===== src/rtl/bank_read_controller_if.sv =====
// Bus between a read requester/banked memory/response consumer (master)
// and the bank read controller (slave).
interface bank_read_controller_if #(
  parameter int DATA_WIDTH = 8,
  parameter int ADDR_WIDTH = 8
);
  logic [1:0]            bank_sel;
  logic                  req_valid;
  logic                  req_ready;
  logic [ADDR_WIDTH-1:0] req_addr;
  logic                  mem_rd_en;
  logic [1:0]            mem_bank;
  logic [ADDR_WIDTH-1:0] mem_addr;
  logic [DATA_WIDTH-1:0] mem_rd_data;
  logic                  rsp_valid;
  logic                  rsp_ready;
  logic [DATA_WIDTH-1:0] rsp_data;
  logic [1:0]            rsp_bank;
  logic                  bank_switch;
  logic [7:0]            read_count;

  modport master (
    output bank_sel, req_valid, req_addr, mem_rd_data, rsp_ready,
    input  req_ready, mem_rd_en, mem_bank, mem_addr,
           rsp_valid, rsp_data, rsp_bank, bank_switch, read_count
  );

  modport slave (
    input  bank_sel, req_valid, req_addr, mem_rd_data, rsp_ready,
    output req_ready, mem_rd_en, mem_bank, mem_addr,
           rsp_valid, rsp_data, rsp_bank, bank_switch, read_count
  );
endinterface


===== src/rtl/bank_read_controller.sv =====
// Single-outstanding banked read controller: accept, strobe memory,
// capture the returned word, hold it until the consumer takes it.
module bank_read_controller #(
  parameter int DATA_WIDTH = 8,
  parameter int ADDR_WIDTH = 8
) (
  input  logic                  clk,
  input  logic                  reset_n,
  bank_read_controller_if.slave bus
);

  typedef enum logic [1:0] {IDLE, ISSUE, CAPTURE, RESPOND} state_t;

  state_t                state;
  logic                  req_ready_q;
  logic                  rd_en_q;
  logic [1:0]            bank_q;
  logic [ADDR_WIDTH-1:0] addr_q;
  logic                  rsp_valid_q;
  logic [DATA_WIDTH-1:0] rsp_data_q;
  logic [1:0]            rsp_bank_q;
  logic                  switch_q;
  logic [7:0]            count_q;
  logic [1:0]            prev_bank_q;  // bank of the last accepted request

  // FSM and all registered outputs; req_ready is only raised after the
  // first edge out of reset, so it is a register rather than a decode.
  always_ff @(posedge clk or negedge reset_n) begin
    if (!reset_n) begin
      state       <= IDLE;
      req_ready_q <= 1'b0;
      rd_en_q     <= 1'b0;
      bank_q      <= '0;
      addr_q      <= '0;
      rsp_valid_q <= 1'b0;
      rsp_data_q  <= '0;
      rsp_bank_q  <= '0;
      switch_q    <= 1'b0;
      count_q     <= '0;
      prev_bank_q <= '0;
    end else begin
      case (state)
        IDLE: begin
          req_ready_q <= 1'b1;
          if (bus.req_valid && req_ready_q) begin
            // bank is sampled here only; later bank_sel moves are ignored
            bank_q      <= bus.bank_sel;
            addr_q      <= bus.req_addr;
            rd_en_q     <= 1'b1;
            switch_q    <= (bus.bank_sel != prev_bank_q);
            prev_bank_q <= bus.bank_sel;
            req_ready_q <= 1'b0;
            state       <= ISSUE;
          end
        end
        ISSUE: begin
          rd_en_q  <= 1'b0;
          switch_q <= 1'b0;
          state    <= CAPTURE;
        end
        CAPTURE: begin
          // memory answers the cycle after the strobe
          rsp_data_q  <= bus.mem_rd_data;
          rsp_bank_q  <= bank_q;
          rsp_valid_q <= 1'b1;
          state       <= RESPOND;
        end
        RESPOND: begin
          if (rsp_valid_q && bus.rsp_ready) begin
            rsp_valid_q <= 1'b0;
            req_ready_q <= 1'b1;
            if (count_q != 8'hFF) count_q <= count_q + 8'd1;
            state       <= IDLE;
          end
        end
        default: state <= IDLE;
      endcase
    end
  end

  assign bus.req_ready   = req_ready_q;
  assign bus.mem_rd_en   = rd_en_q;
  assign bus.mem_bank    = bank_q;
  assign bus.mem_addr    = addr_q;
  assign bus.rsp_valid   = rsp_valid_q;
  assign bus.rsp_data    = rsp_data_q;
  assign bus.rsp_bank    = rsp_bank_q;
  assign bus.bank_switch = switch_q;
  assign bus.read_count  = count_q;

endmodule

===== src/flat_wrapper.sv =====
// flat-port wrapper written by rule: the top's interface ports become plain ports
module bank_read_controller_flat 
#(
  parameter int DATA_WIDTH = 8,
  parameter int ADDR_WIDTH = 8
)
  (clk, reset_n, bus_bank_sel, bus_req_valid, bus_req_addr, bus_mem_rd_data, bus_rsp_ready, bus_req_ready, bus_mem_rd_en, bus_mem_bank, bus_mem_addr, bus_rsp_valid, bus_rsp_data, bus_rsp_bank, bus_bank_switch, bus_read_count);
  bank_read_controller_if #(.DATA_WIDTH(DATA_WIDTH), .ADDR_WIDTH(ADDR_WIDTH)) bus_i ();
  input  logic clk;
  input  logic reset_n;
  input wire logic [$bits(bus_i.bank_sel)-1:0] bus_bank_sel;
  input wire logic [$bits(bus_i.req_valid)-1:0] bus_req_valid;
  input wire logic [$bits(bus_i.req_addr)-1:0] bus_req_addr;
  input wire logic [$bits(bus_i.mem_rd_data)-1:0] bus_mem_rd_data;
  input wire logic [$bits(bus_i.rsp_ready)-1:0] bus_rsp_ready;
  output wire logic [$bits(bus_i.req_ready)-1:0] bus_req_ready;
  output wire logic [$bits(bus_i.mem_rd_en)-1:0] bus_mem_rd_en;
  output wire logic [$bits(bus_i.mem_bank)-1:0] bus_mem_bank;
  output wire logic [$bits(bus_i.mem_addr)-1:0] bus_mem_addr;
  output wire logic [$bits(bus_i.rsp_valid)-1:0] bus_rsp_valid;
  output wire logic [$bits(bus_i.rsp_data)-1:0] bus_rsp_data;
  output wire logic [$bits(bus_i.rsp_bank)-1:0] bus_rsp_bank;
  output wire logic [$bits(bus_i.bank_switch)-1:0] bus_bank_switch;
  output wire logic [$bits(bus_i.read_count)-1:0] bus_read_count;
  assign bus_i.bank_sel = bus_bank_sel;
  assign bus_i.req_valid = bus_req_valid;
  assign bus_i.req_addr = bus_req_addr;
  assign bus_i.mem_rd_data = bus_mem_rd_data;
  assign bus_i.rsp_ready = bus_rsp_ready;
  assign bus_req_ready = bus_i.req_ready;
  assign bus_mem_rd_en = bus_i.mem_rd_en;
  assign bus_mem_bank = bus_i.mem_bank;
  assign bus_mem_addr = bus_i.mem_addr;
  assign bus_rsp_valid = bus_i.rsp_valid;
  assign bus_rsp_data = bus_i.rsp_data;
  assign bus_rsp_bank = bus_i.rsp_bank;
  assign bus_bank_switch = bus_i.bank_switch;
  assign bus_read_count = bus_i.read_count;
  bank_read_controller #(.DATA_WIDTH(DATA_WIDTH), .ADDR_WIDTH(ADDR_WIDTH)) u_core (.clk(clk), .reset_n(reset_n), .bus(bus_i));
endmodule

===== config.mk =====
export PLATFORM = sky130hd
export DESIGN_NAME = bank_read_controller_flat
export DESIGN_NICKNAME = d
export VERILOG_FILES = /design/src/rtl/bank_read_controller_if.sv /design/src/rtl/bank_read_controller.sv /design/src/flat_wrapper.sv
export SDC_FILE = /design/constraint.sdc
export NUM_CORES = 1
export LEC_CHECK = 0
export BUFFER_PORTS_ARGS = -buffer_cell sky130_fd_sc_hd__buf_4
export CORE_MARGIN = 10
export CORE_UTILIZATION = 28
export CTS_CLUSTER_DIAMETER = 30
export DETAILED_ROUTE_END_ITERATION = 7
export SLEW_MARGIN = 10
export SYNTH_ARGS = -nofsm -noshare
export SYNTH_HDL_FRONTEND = slang
export SYNTH_SLANG_ARGS = --single-unit
export TNS_END_PERCENT = 50

===== constraint.sdc =====
create_clock -name clk -period 1.93 [get_ports clk]
set_input_delay 0.193 -clock clk [delete_from_list [all_inputs] [get_ports clk]]
set_output_delay 0.193 -clock clk [all_outputs]
set_load 0.03 [all_outputs]

==> results.py <==
metrics = {
    "logic_synthesis": {
        "synth_edf_count": 0,
        "ys_seq_area_frac": 0.564,
        "synth_area_leaders": "dfrtp_1 (56%), mux2_2 (17%), ha_1 (4.1%)",
        "ys_ff_latch": 34,
        "synth_top_flop_cell": "dfrtp_1",
        "synth_cells": 112,
        "synth_nets": 139,
        "synthTopCellsByCount": "dfrtp_1 (34), mux2_2 (23), a21oi_1 (6)",
        "synth_top_area_frac": 0.564,
        "avgSynthCellArea_um2": 13.5,
        "synthArstFlopShare": 1.00,
        "netlist-cell-type-count": 28,
        "synth.most_common_cell": "dfrtp_1",
        "synth_warnings": 0,
        "netlist_area_um2": 1510,
        "post-synth-top-area-cell": "dfrtp_1",
    },
    "sta": {
        "tns_ns": 0,
        "post-route-min-period_ns": 1.60,
        "finalMaxSlewViolations": 0,
        "holdWs_ns": 0.139,
        "fmax_mhz": 624,
        "maxSlewHeadroom": 0.633,
        "rsz0062_at_grt": "false",
        "skew_ns": 0.00218,
        "worstMarginPinSlew_ns": 0.551,
        "fin_crit_sh": 0.830,
        "finalHoldViolations": 0,
        "setup_viol": 0,
    },
    "finish": {
        "nFillCells": 488,
        "regArea_um2": 851,
        "area_growth_pct": 39.8,
        "layout.nets": 199,
        "multi_input_comb_area_um2": 633,
        "insertedDiodeCount": 0,
        "drive_above_1_share": 0.520,
    },
    "route": {
        "ant_nets": 0,
        "wl_met1_um": 1400,
        "met3WireLength_um": 199,
        "via_per_inst": 4.53,
        "vias": 1102,
        "top_layer": "met4",
        "drc": 0,
        "met2_length_um": 1960,
        "wl_um": 3640,
        "wl_per_cell_um": 15.0,
        "drt_iter0_drc": 35,
        "first_pass_iters": 4,
    },
    "power": {
        "p_sw_uw": 1580,
        "power_leakage_uw": 0.00100,
        "p_per_area_nw_per_um2": 1810,
        "p_clk_frac": 0.160,
        "swShare": 0.414,
        "p_int_uw": 2240,
        "ir_drop_mv": 0.615,
        "power_frac_comb": 0.502,
        "sequentialPowerShare": 0.338,
    },
    "grt": {
        "grt_antenna_before_repair": 0,
        "grt_util_all_layers": 0.0915,
        "grt_max_degree": 35,
        "grt_pass1_wl_um": 6260,
        "globalRouteOverflowTotal": 0,
        "grt_pass1_vias": 1240,
    },
    "placement": {
        "routabilityCongestion": 0.806,
        "dp_hpwl_um": 2830,
        "portBuffers": 53,
    },
    "clocking": {
        "clock_sinks": 34,
        "clkTransAtPathRegs_ns": 0.07,
        "cts_inserted_buffers": 5,
        "htreeDepth": 2,
        "clockBufferDepth": 2,
        "post_cts_buffers": 0,
        "cts_root_buffer": "clkbuf_8",
        "clock_latency_ns": 0.28,
        "cts_tree": "done",
    },
    "worst_setup_path": {
        "slowest_stage": "dfrtp_1",
        "cp-start-kind": "flip-flop",
        "path_buf_inv": 0,
        "timing.critical_path.required_ns": 2.10,
        "cp_max_fo": 6,
        "path_cells": "ha_1, nand4_1, nor3_1, mux2_2",
        "worst-r2r-setup-slack_ns": 0.33,
        "crit_type": "reg2reg",
        "arrival_ns": 1.77,
        "critPathTopFamily": "simple AND/OR/NAND/NOR gates",
        "end_kind": "flip-flop",
        "cp_slowest_stage_delay_ns": 0.40,
    },
    "job": {
        "cap_violations": 0,
    },
    "die": {
        "num_rows": 26,
        "io_pins": 54,
        "die_w_um": 93.4,
        "die_area_um2": 8720,
        "initial_core_util": 0.291,
        "die_height_um": 93.4,
        "core_area_um2": 5170,
    },
    "min_path": {
        "hp-class": "in2reg",
    },
    "outcome": {
        "status": "completed",
    },
}
sequential cells by signal, indices dropped and copies added, names as in the netlist:
signal,flops
u_core.bus.read_count,8
u_core.bus.rsp_valid,1
u_core.bus.req_ready,1
u_core.bus.mem_rd_en,1
u_core.bus.bank_switch,1
u_core.state,2
u_core.bus.mem_bank,2
u_core.bus.rsp_data,8
u_core.bus.mem_addr,8
u_core.bus.rsp_bank,2
final timing paths:
path | start | endpoint | cells after the start
max in group asynchronous | reset_n | u_core.bus.mem_bank[0] | 2
setup / recovery | u_core.state[0] | u_core.bus.read_count[6] | 4
setup reg to reg | u_core.state[0] | u_core.bus.read_count[6] | 4
hold / removal | bus_mem_rd_data[0] | u_core.bus.rsp_data[0] | 2
hold reg to reg | u_core.bus.mem_addr[6] | u_core.bus.mem_addr[6] | 1
min in group asynchronous | reset_n | u_core.bus.mem_addr[5] | 2
cell type report:
cell class / instances / share of cell area
Multi-Input combinational cell: 72 / 0.300
Clock buffer: 8 / 0.0522
Timing Repair Buffer: 54 / 0.193
Sequential cell: 34 / 0.404
Tap cell: 70 / 0.0415
Inverter: 5 / 0.00890
stage by stage:
step                      total power [uW]  instance area, um2  setup WS [ns]  instances   util
after floorplan                       2530                1510          0.334        112      -
after global placement                3210                1990          0.421        234  0.384
after detailed placement              3270                1990          0.351        234  0.384
after CTS                             3890                2110          0.331        243  0.408
after global routing                  4090                2110          0.198        243  0.408
final                                 3820                2110          0.328        243  0.408
layer usage:
layer / up-vias / track usage
met2: 26 / 0.159
li1: 523 / -
met5: - / 0
met3: 4 / 0.0304
met1: 549 / 0.0932
met4: 0 / 0.0553
power by group through the flow:
| stage | Sequential [uW] | Combinational [uW] | Clock, uW |
|---|---|---|---|
| floorplan | 1860 | 676 | 0 |
| global placement | 1280 | 1930 | 0 |
| detailed placement | 1310 | 1960 | 0 |
| CTS | 1300 | 1960 | 636 |
| global route | 1350 | 2080 | 663 |
| finish | 1290 | 1920 | 611 |
logic make-up after synthesis:
kind of cell	count (synthesis)	synth area share
DFF	34	0.564
muxes	25	0.188
and+or+nand+nor	20	0.0888
AOI/OAI and AO/OA	16	0.0664
xor gates and xnor gates	6	0.0349
buffers and inverters	6	0.0158
adders and majority gates	5	0.0415
placed cells by master, fill, tap and decap left out, drive strengths merged, types with 2 or more instances in the layout:
master and count:
a211oi 2, o21ai 3, mux2 24, xor2 5, nand4 2, clkbuf 8
inv 5, nand2 5, nand3 5, ha 5, nor3 2, dfrtp 34
buf 53, a21oi 6
what timing repair did:
item	in CTS	in global routing
resized for setup	0	0
hold endpoints to repair	34	0
endpoints found under the setup margin	0	0
hold buffers	1	0
Note: power is estimated with default switching activity, not from simulation.
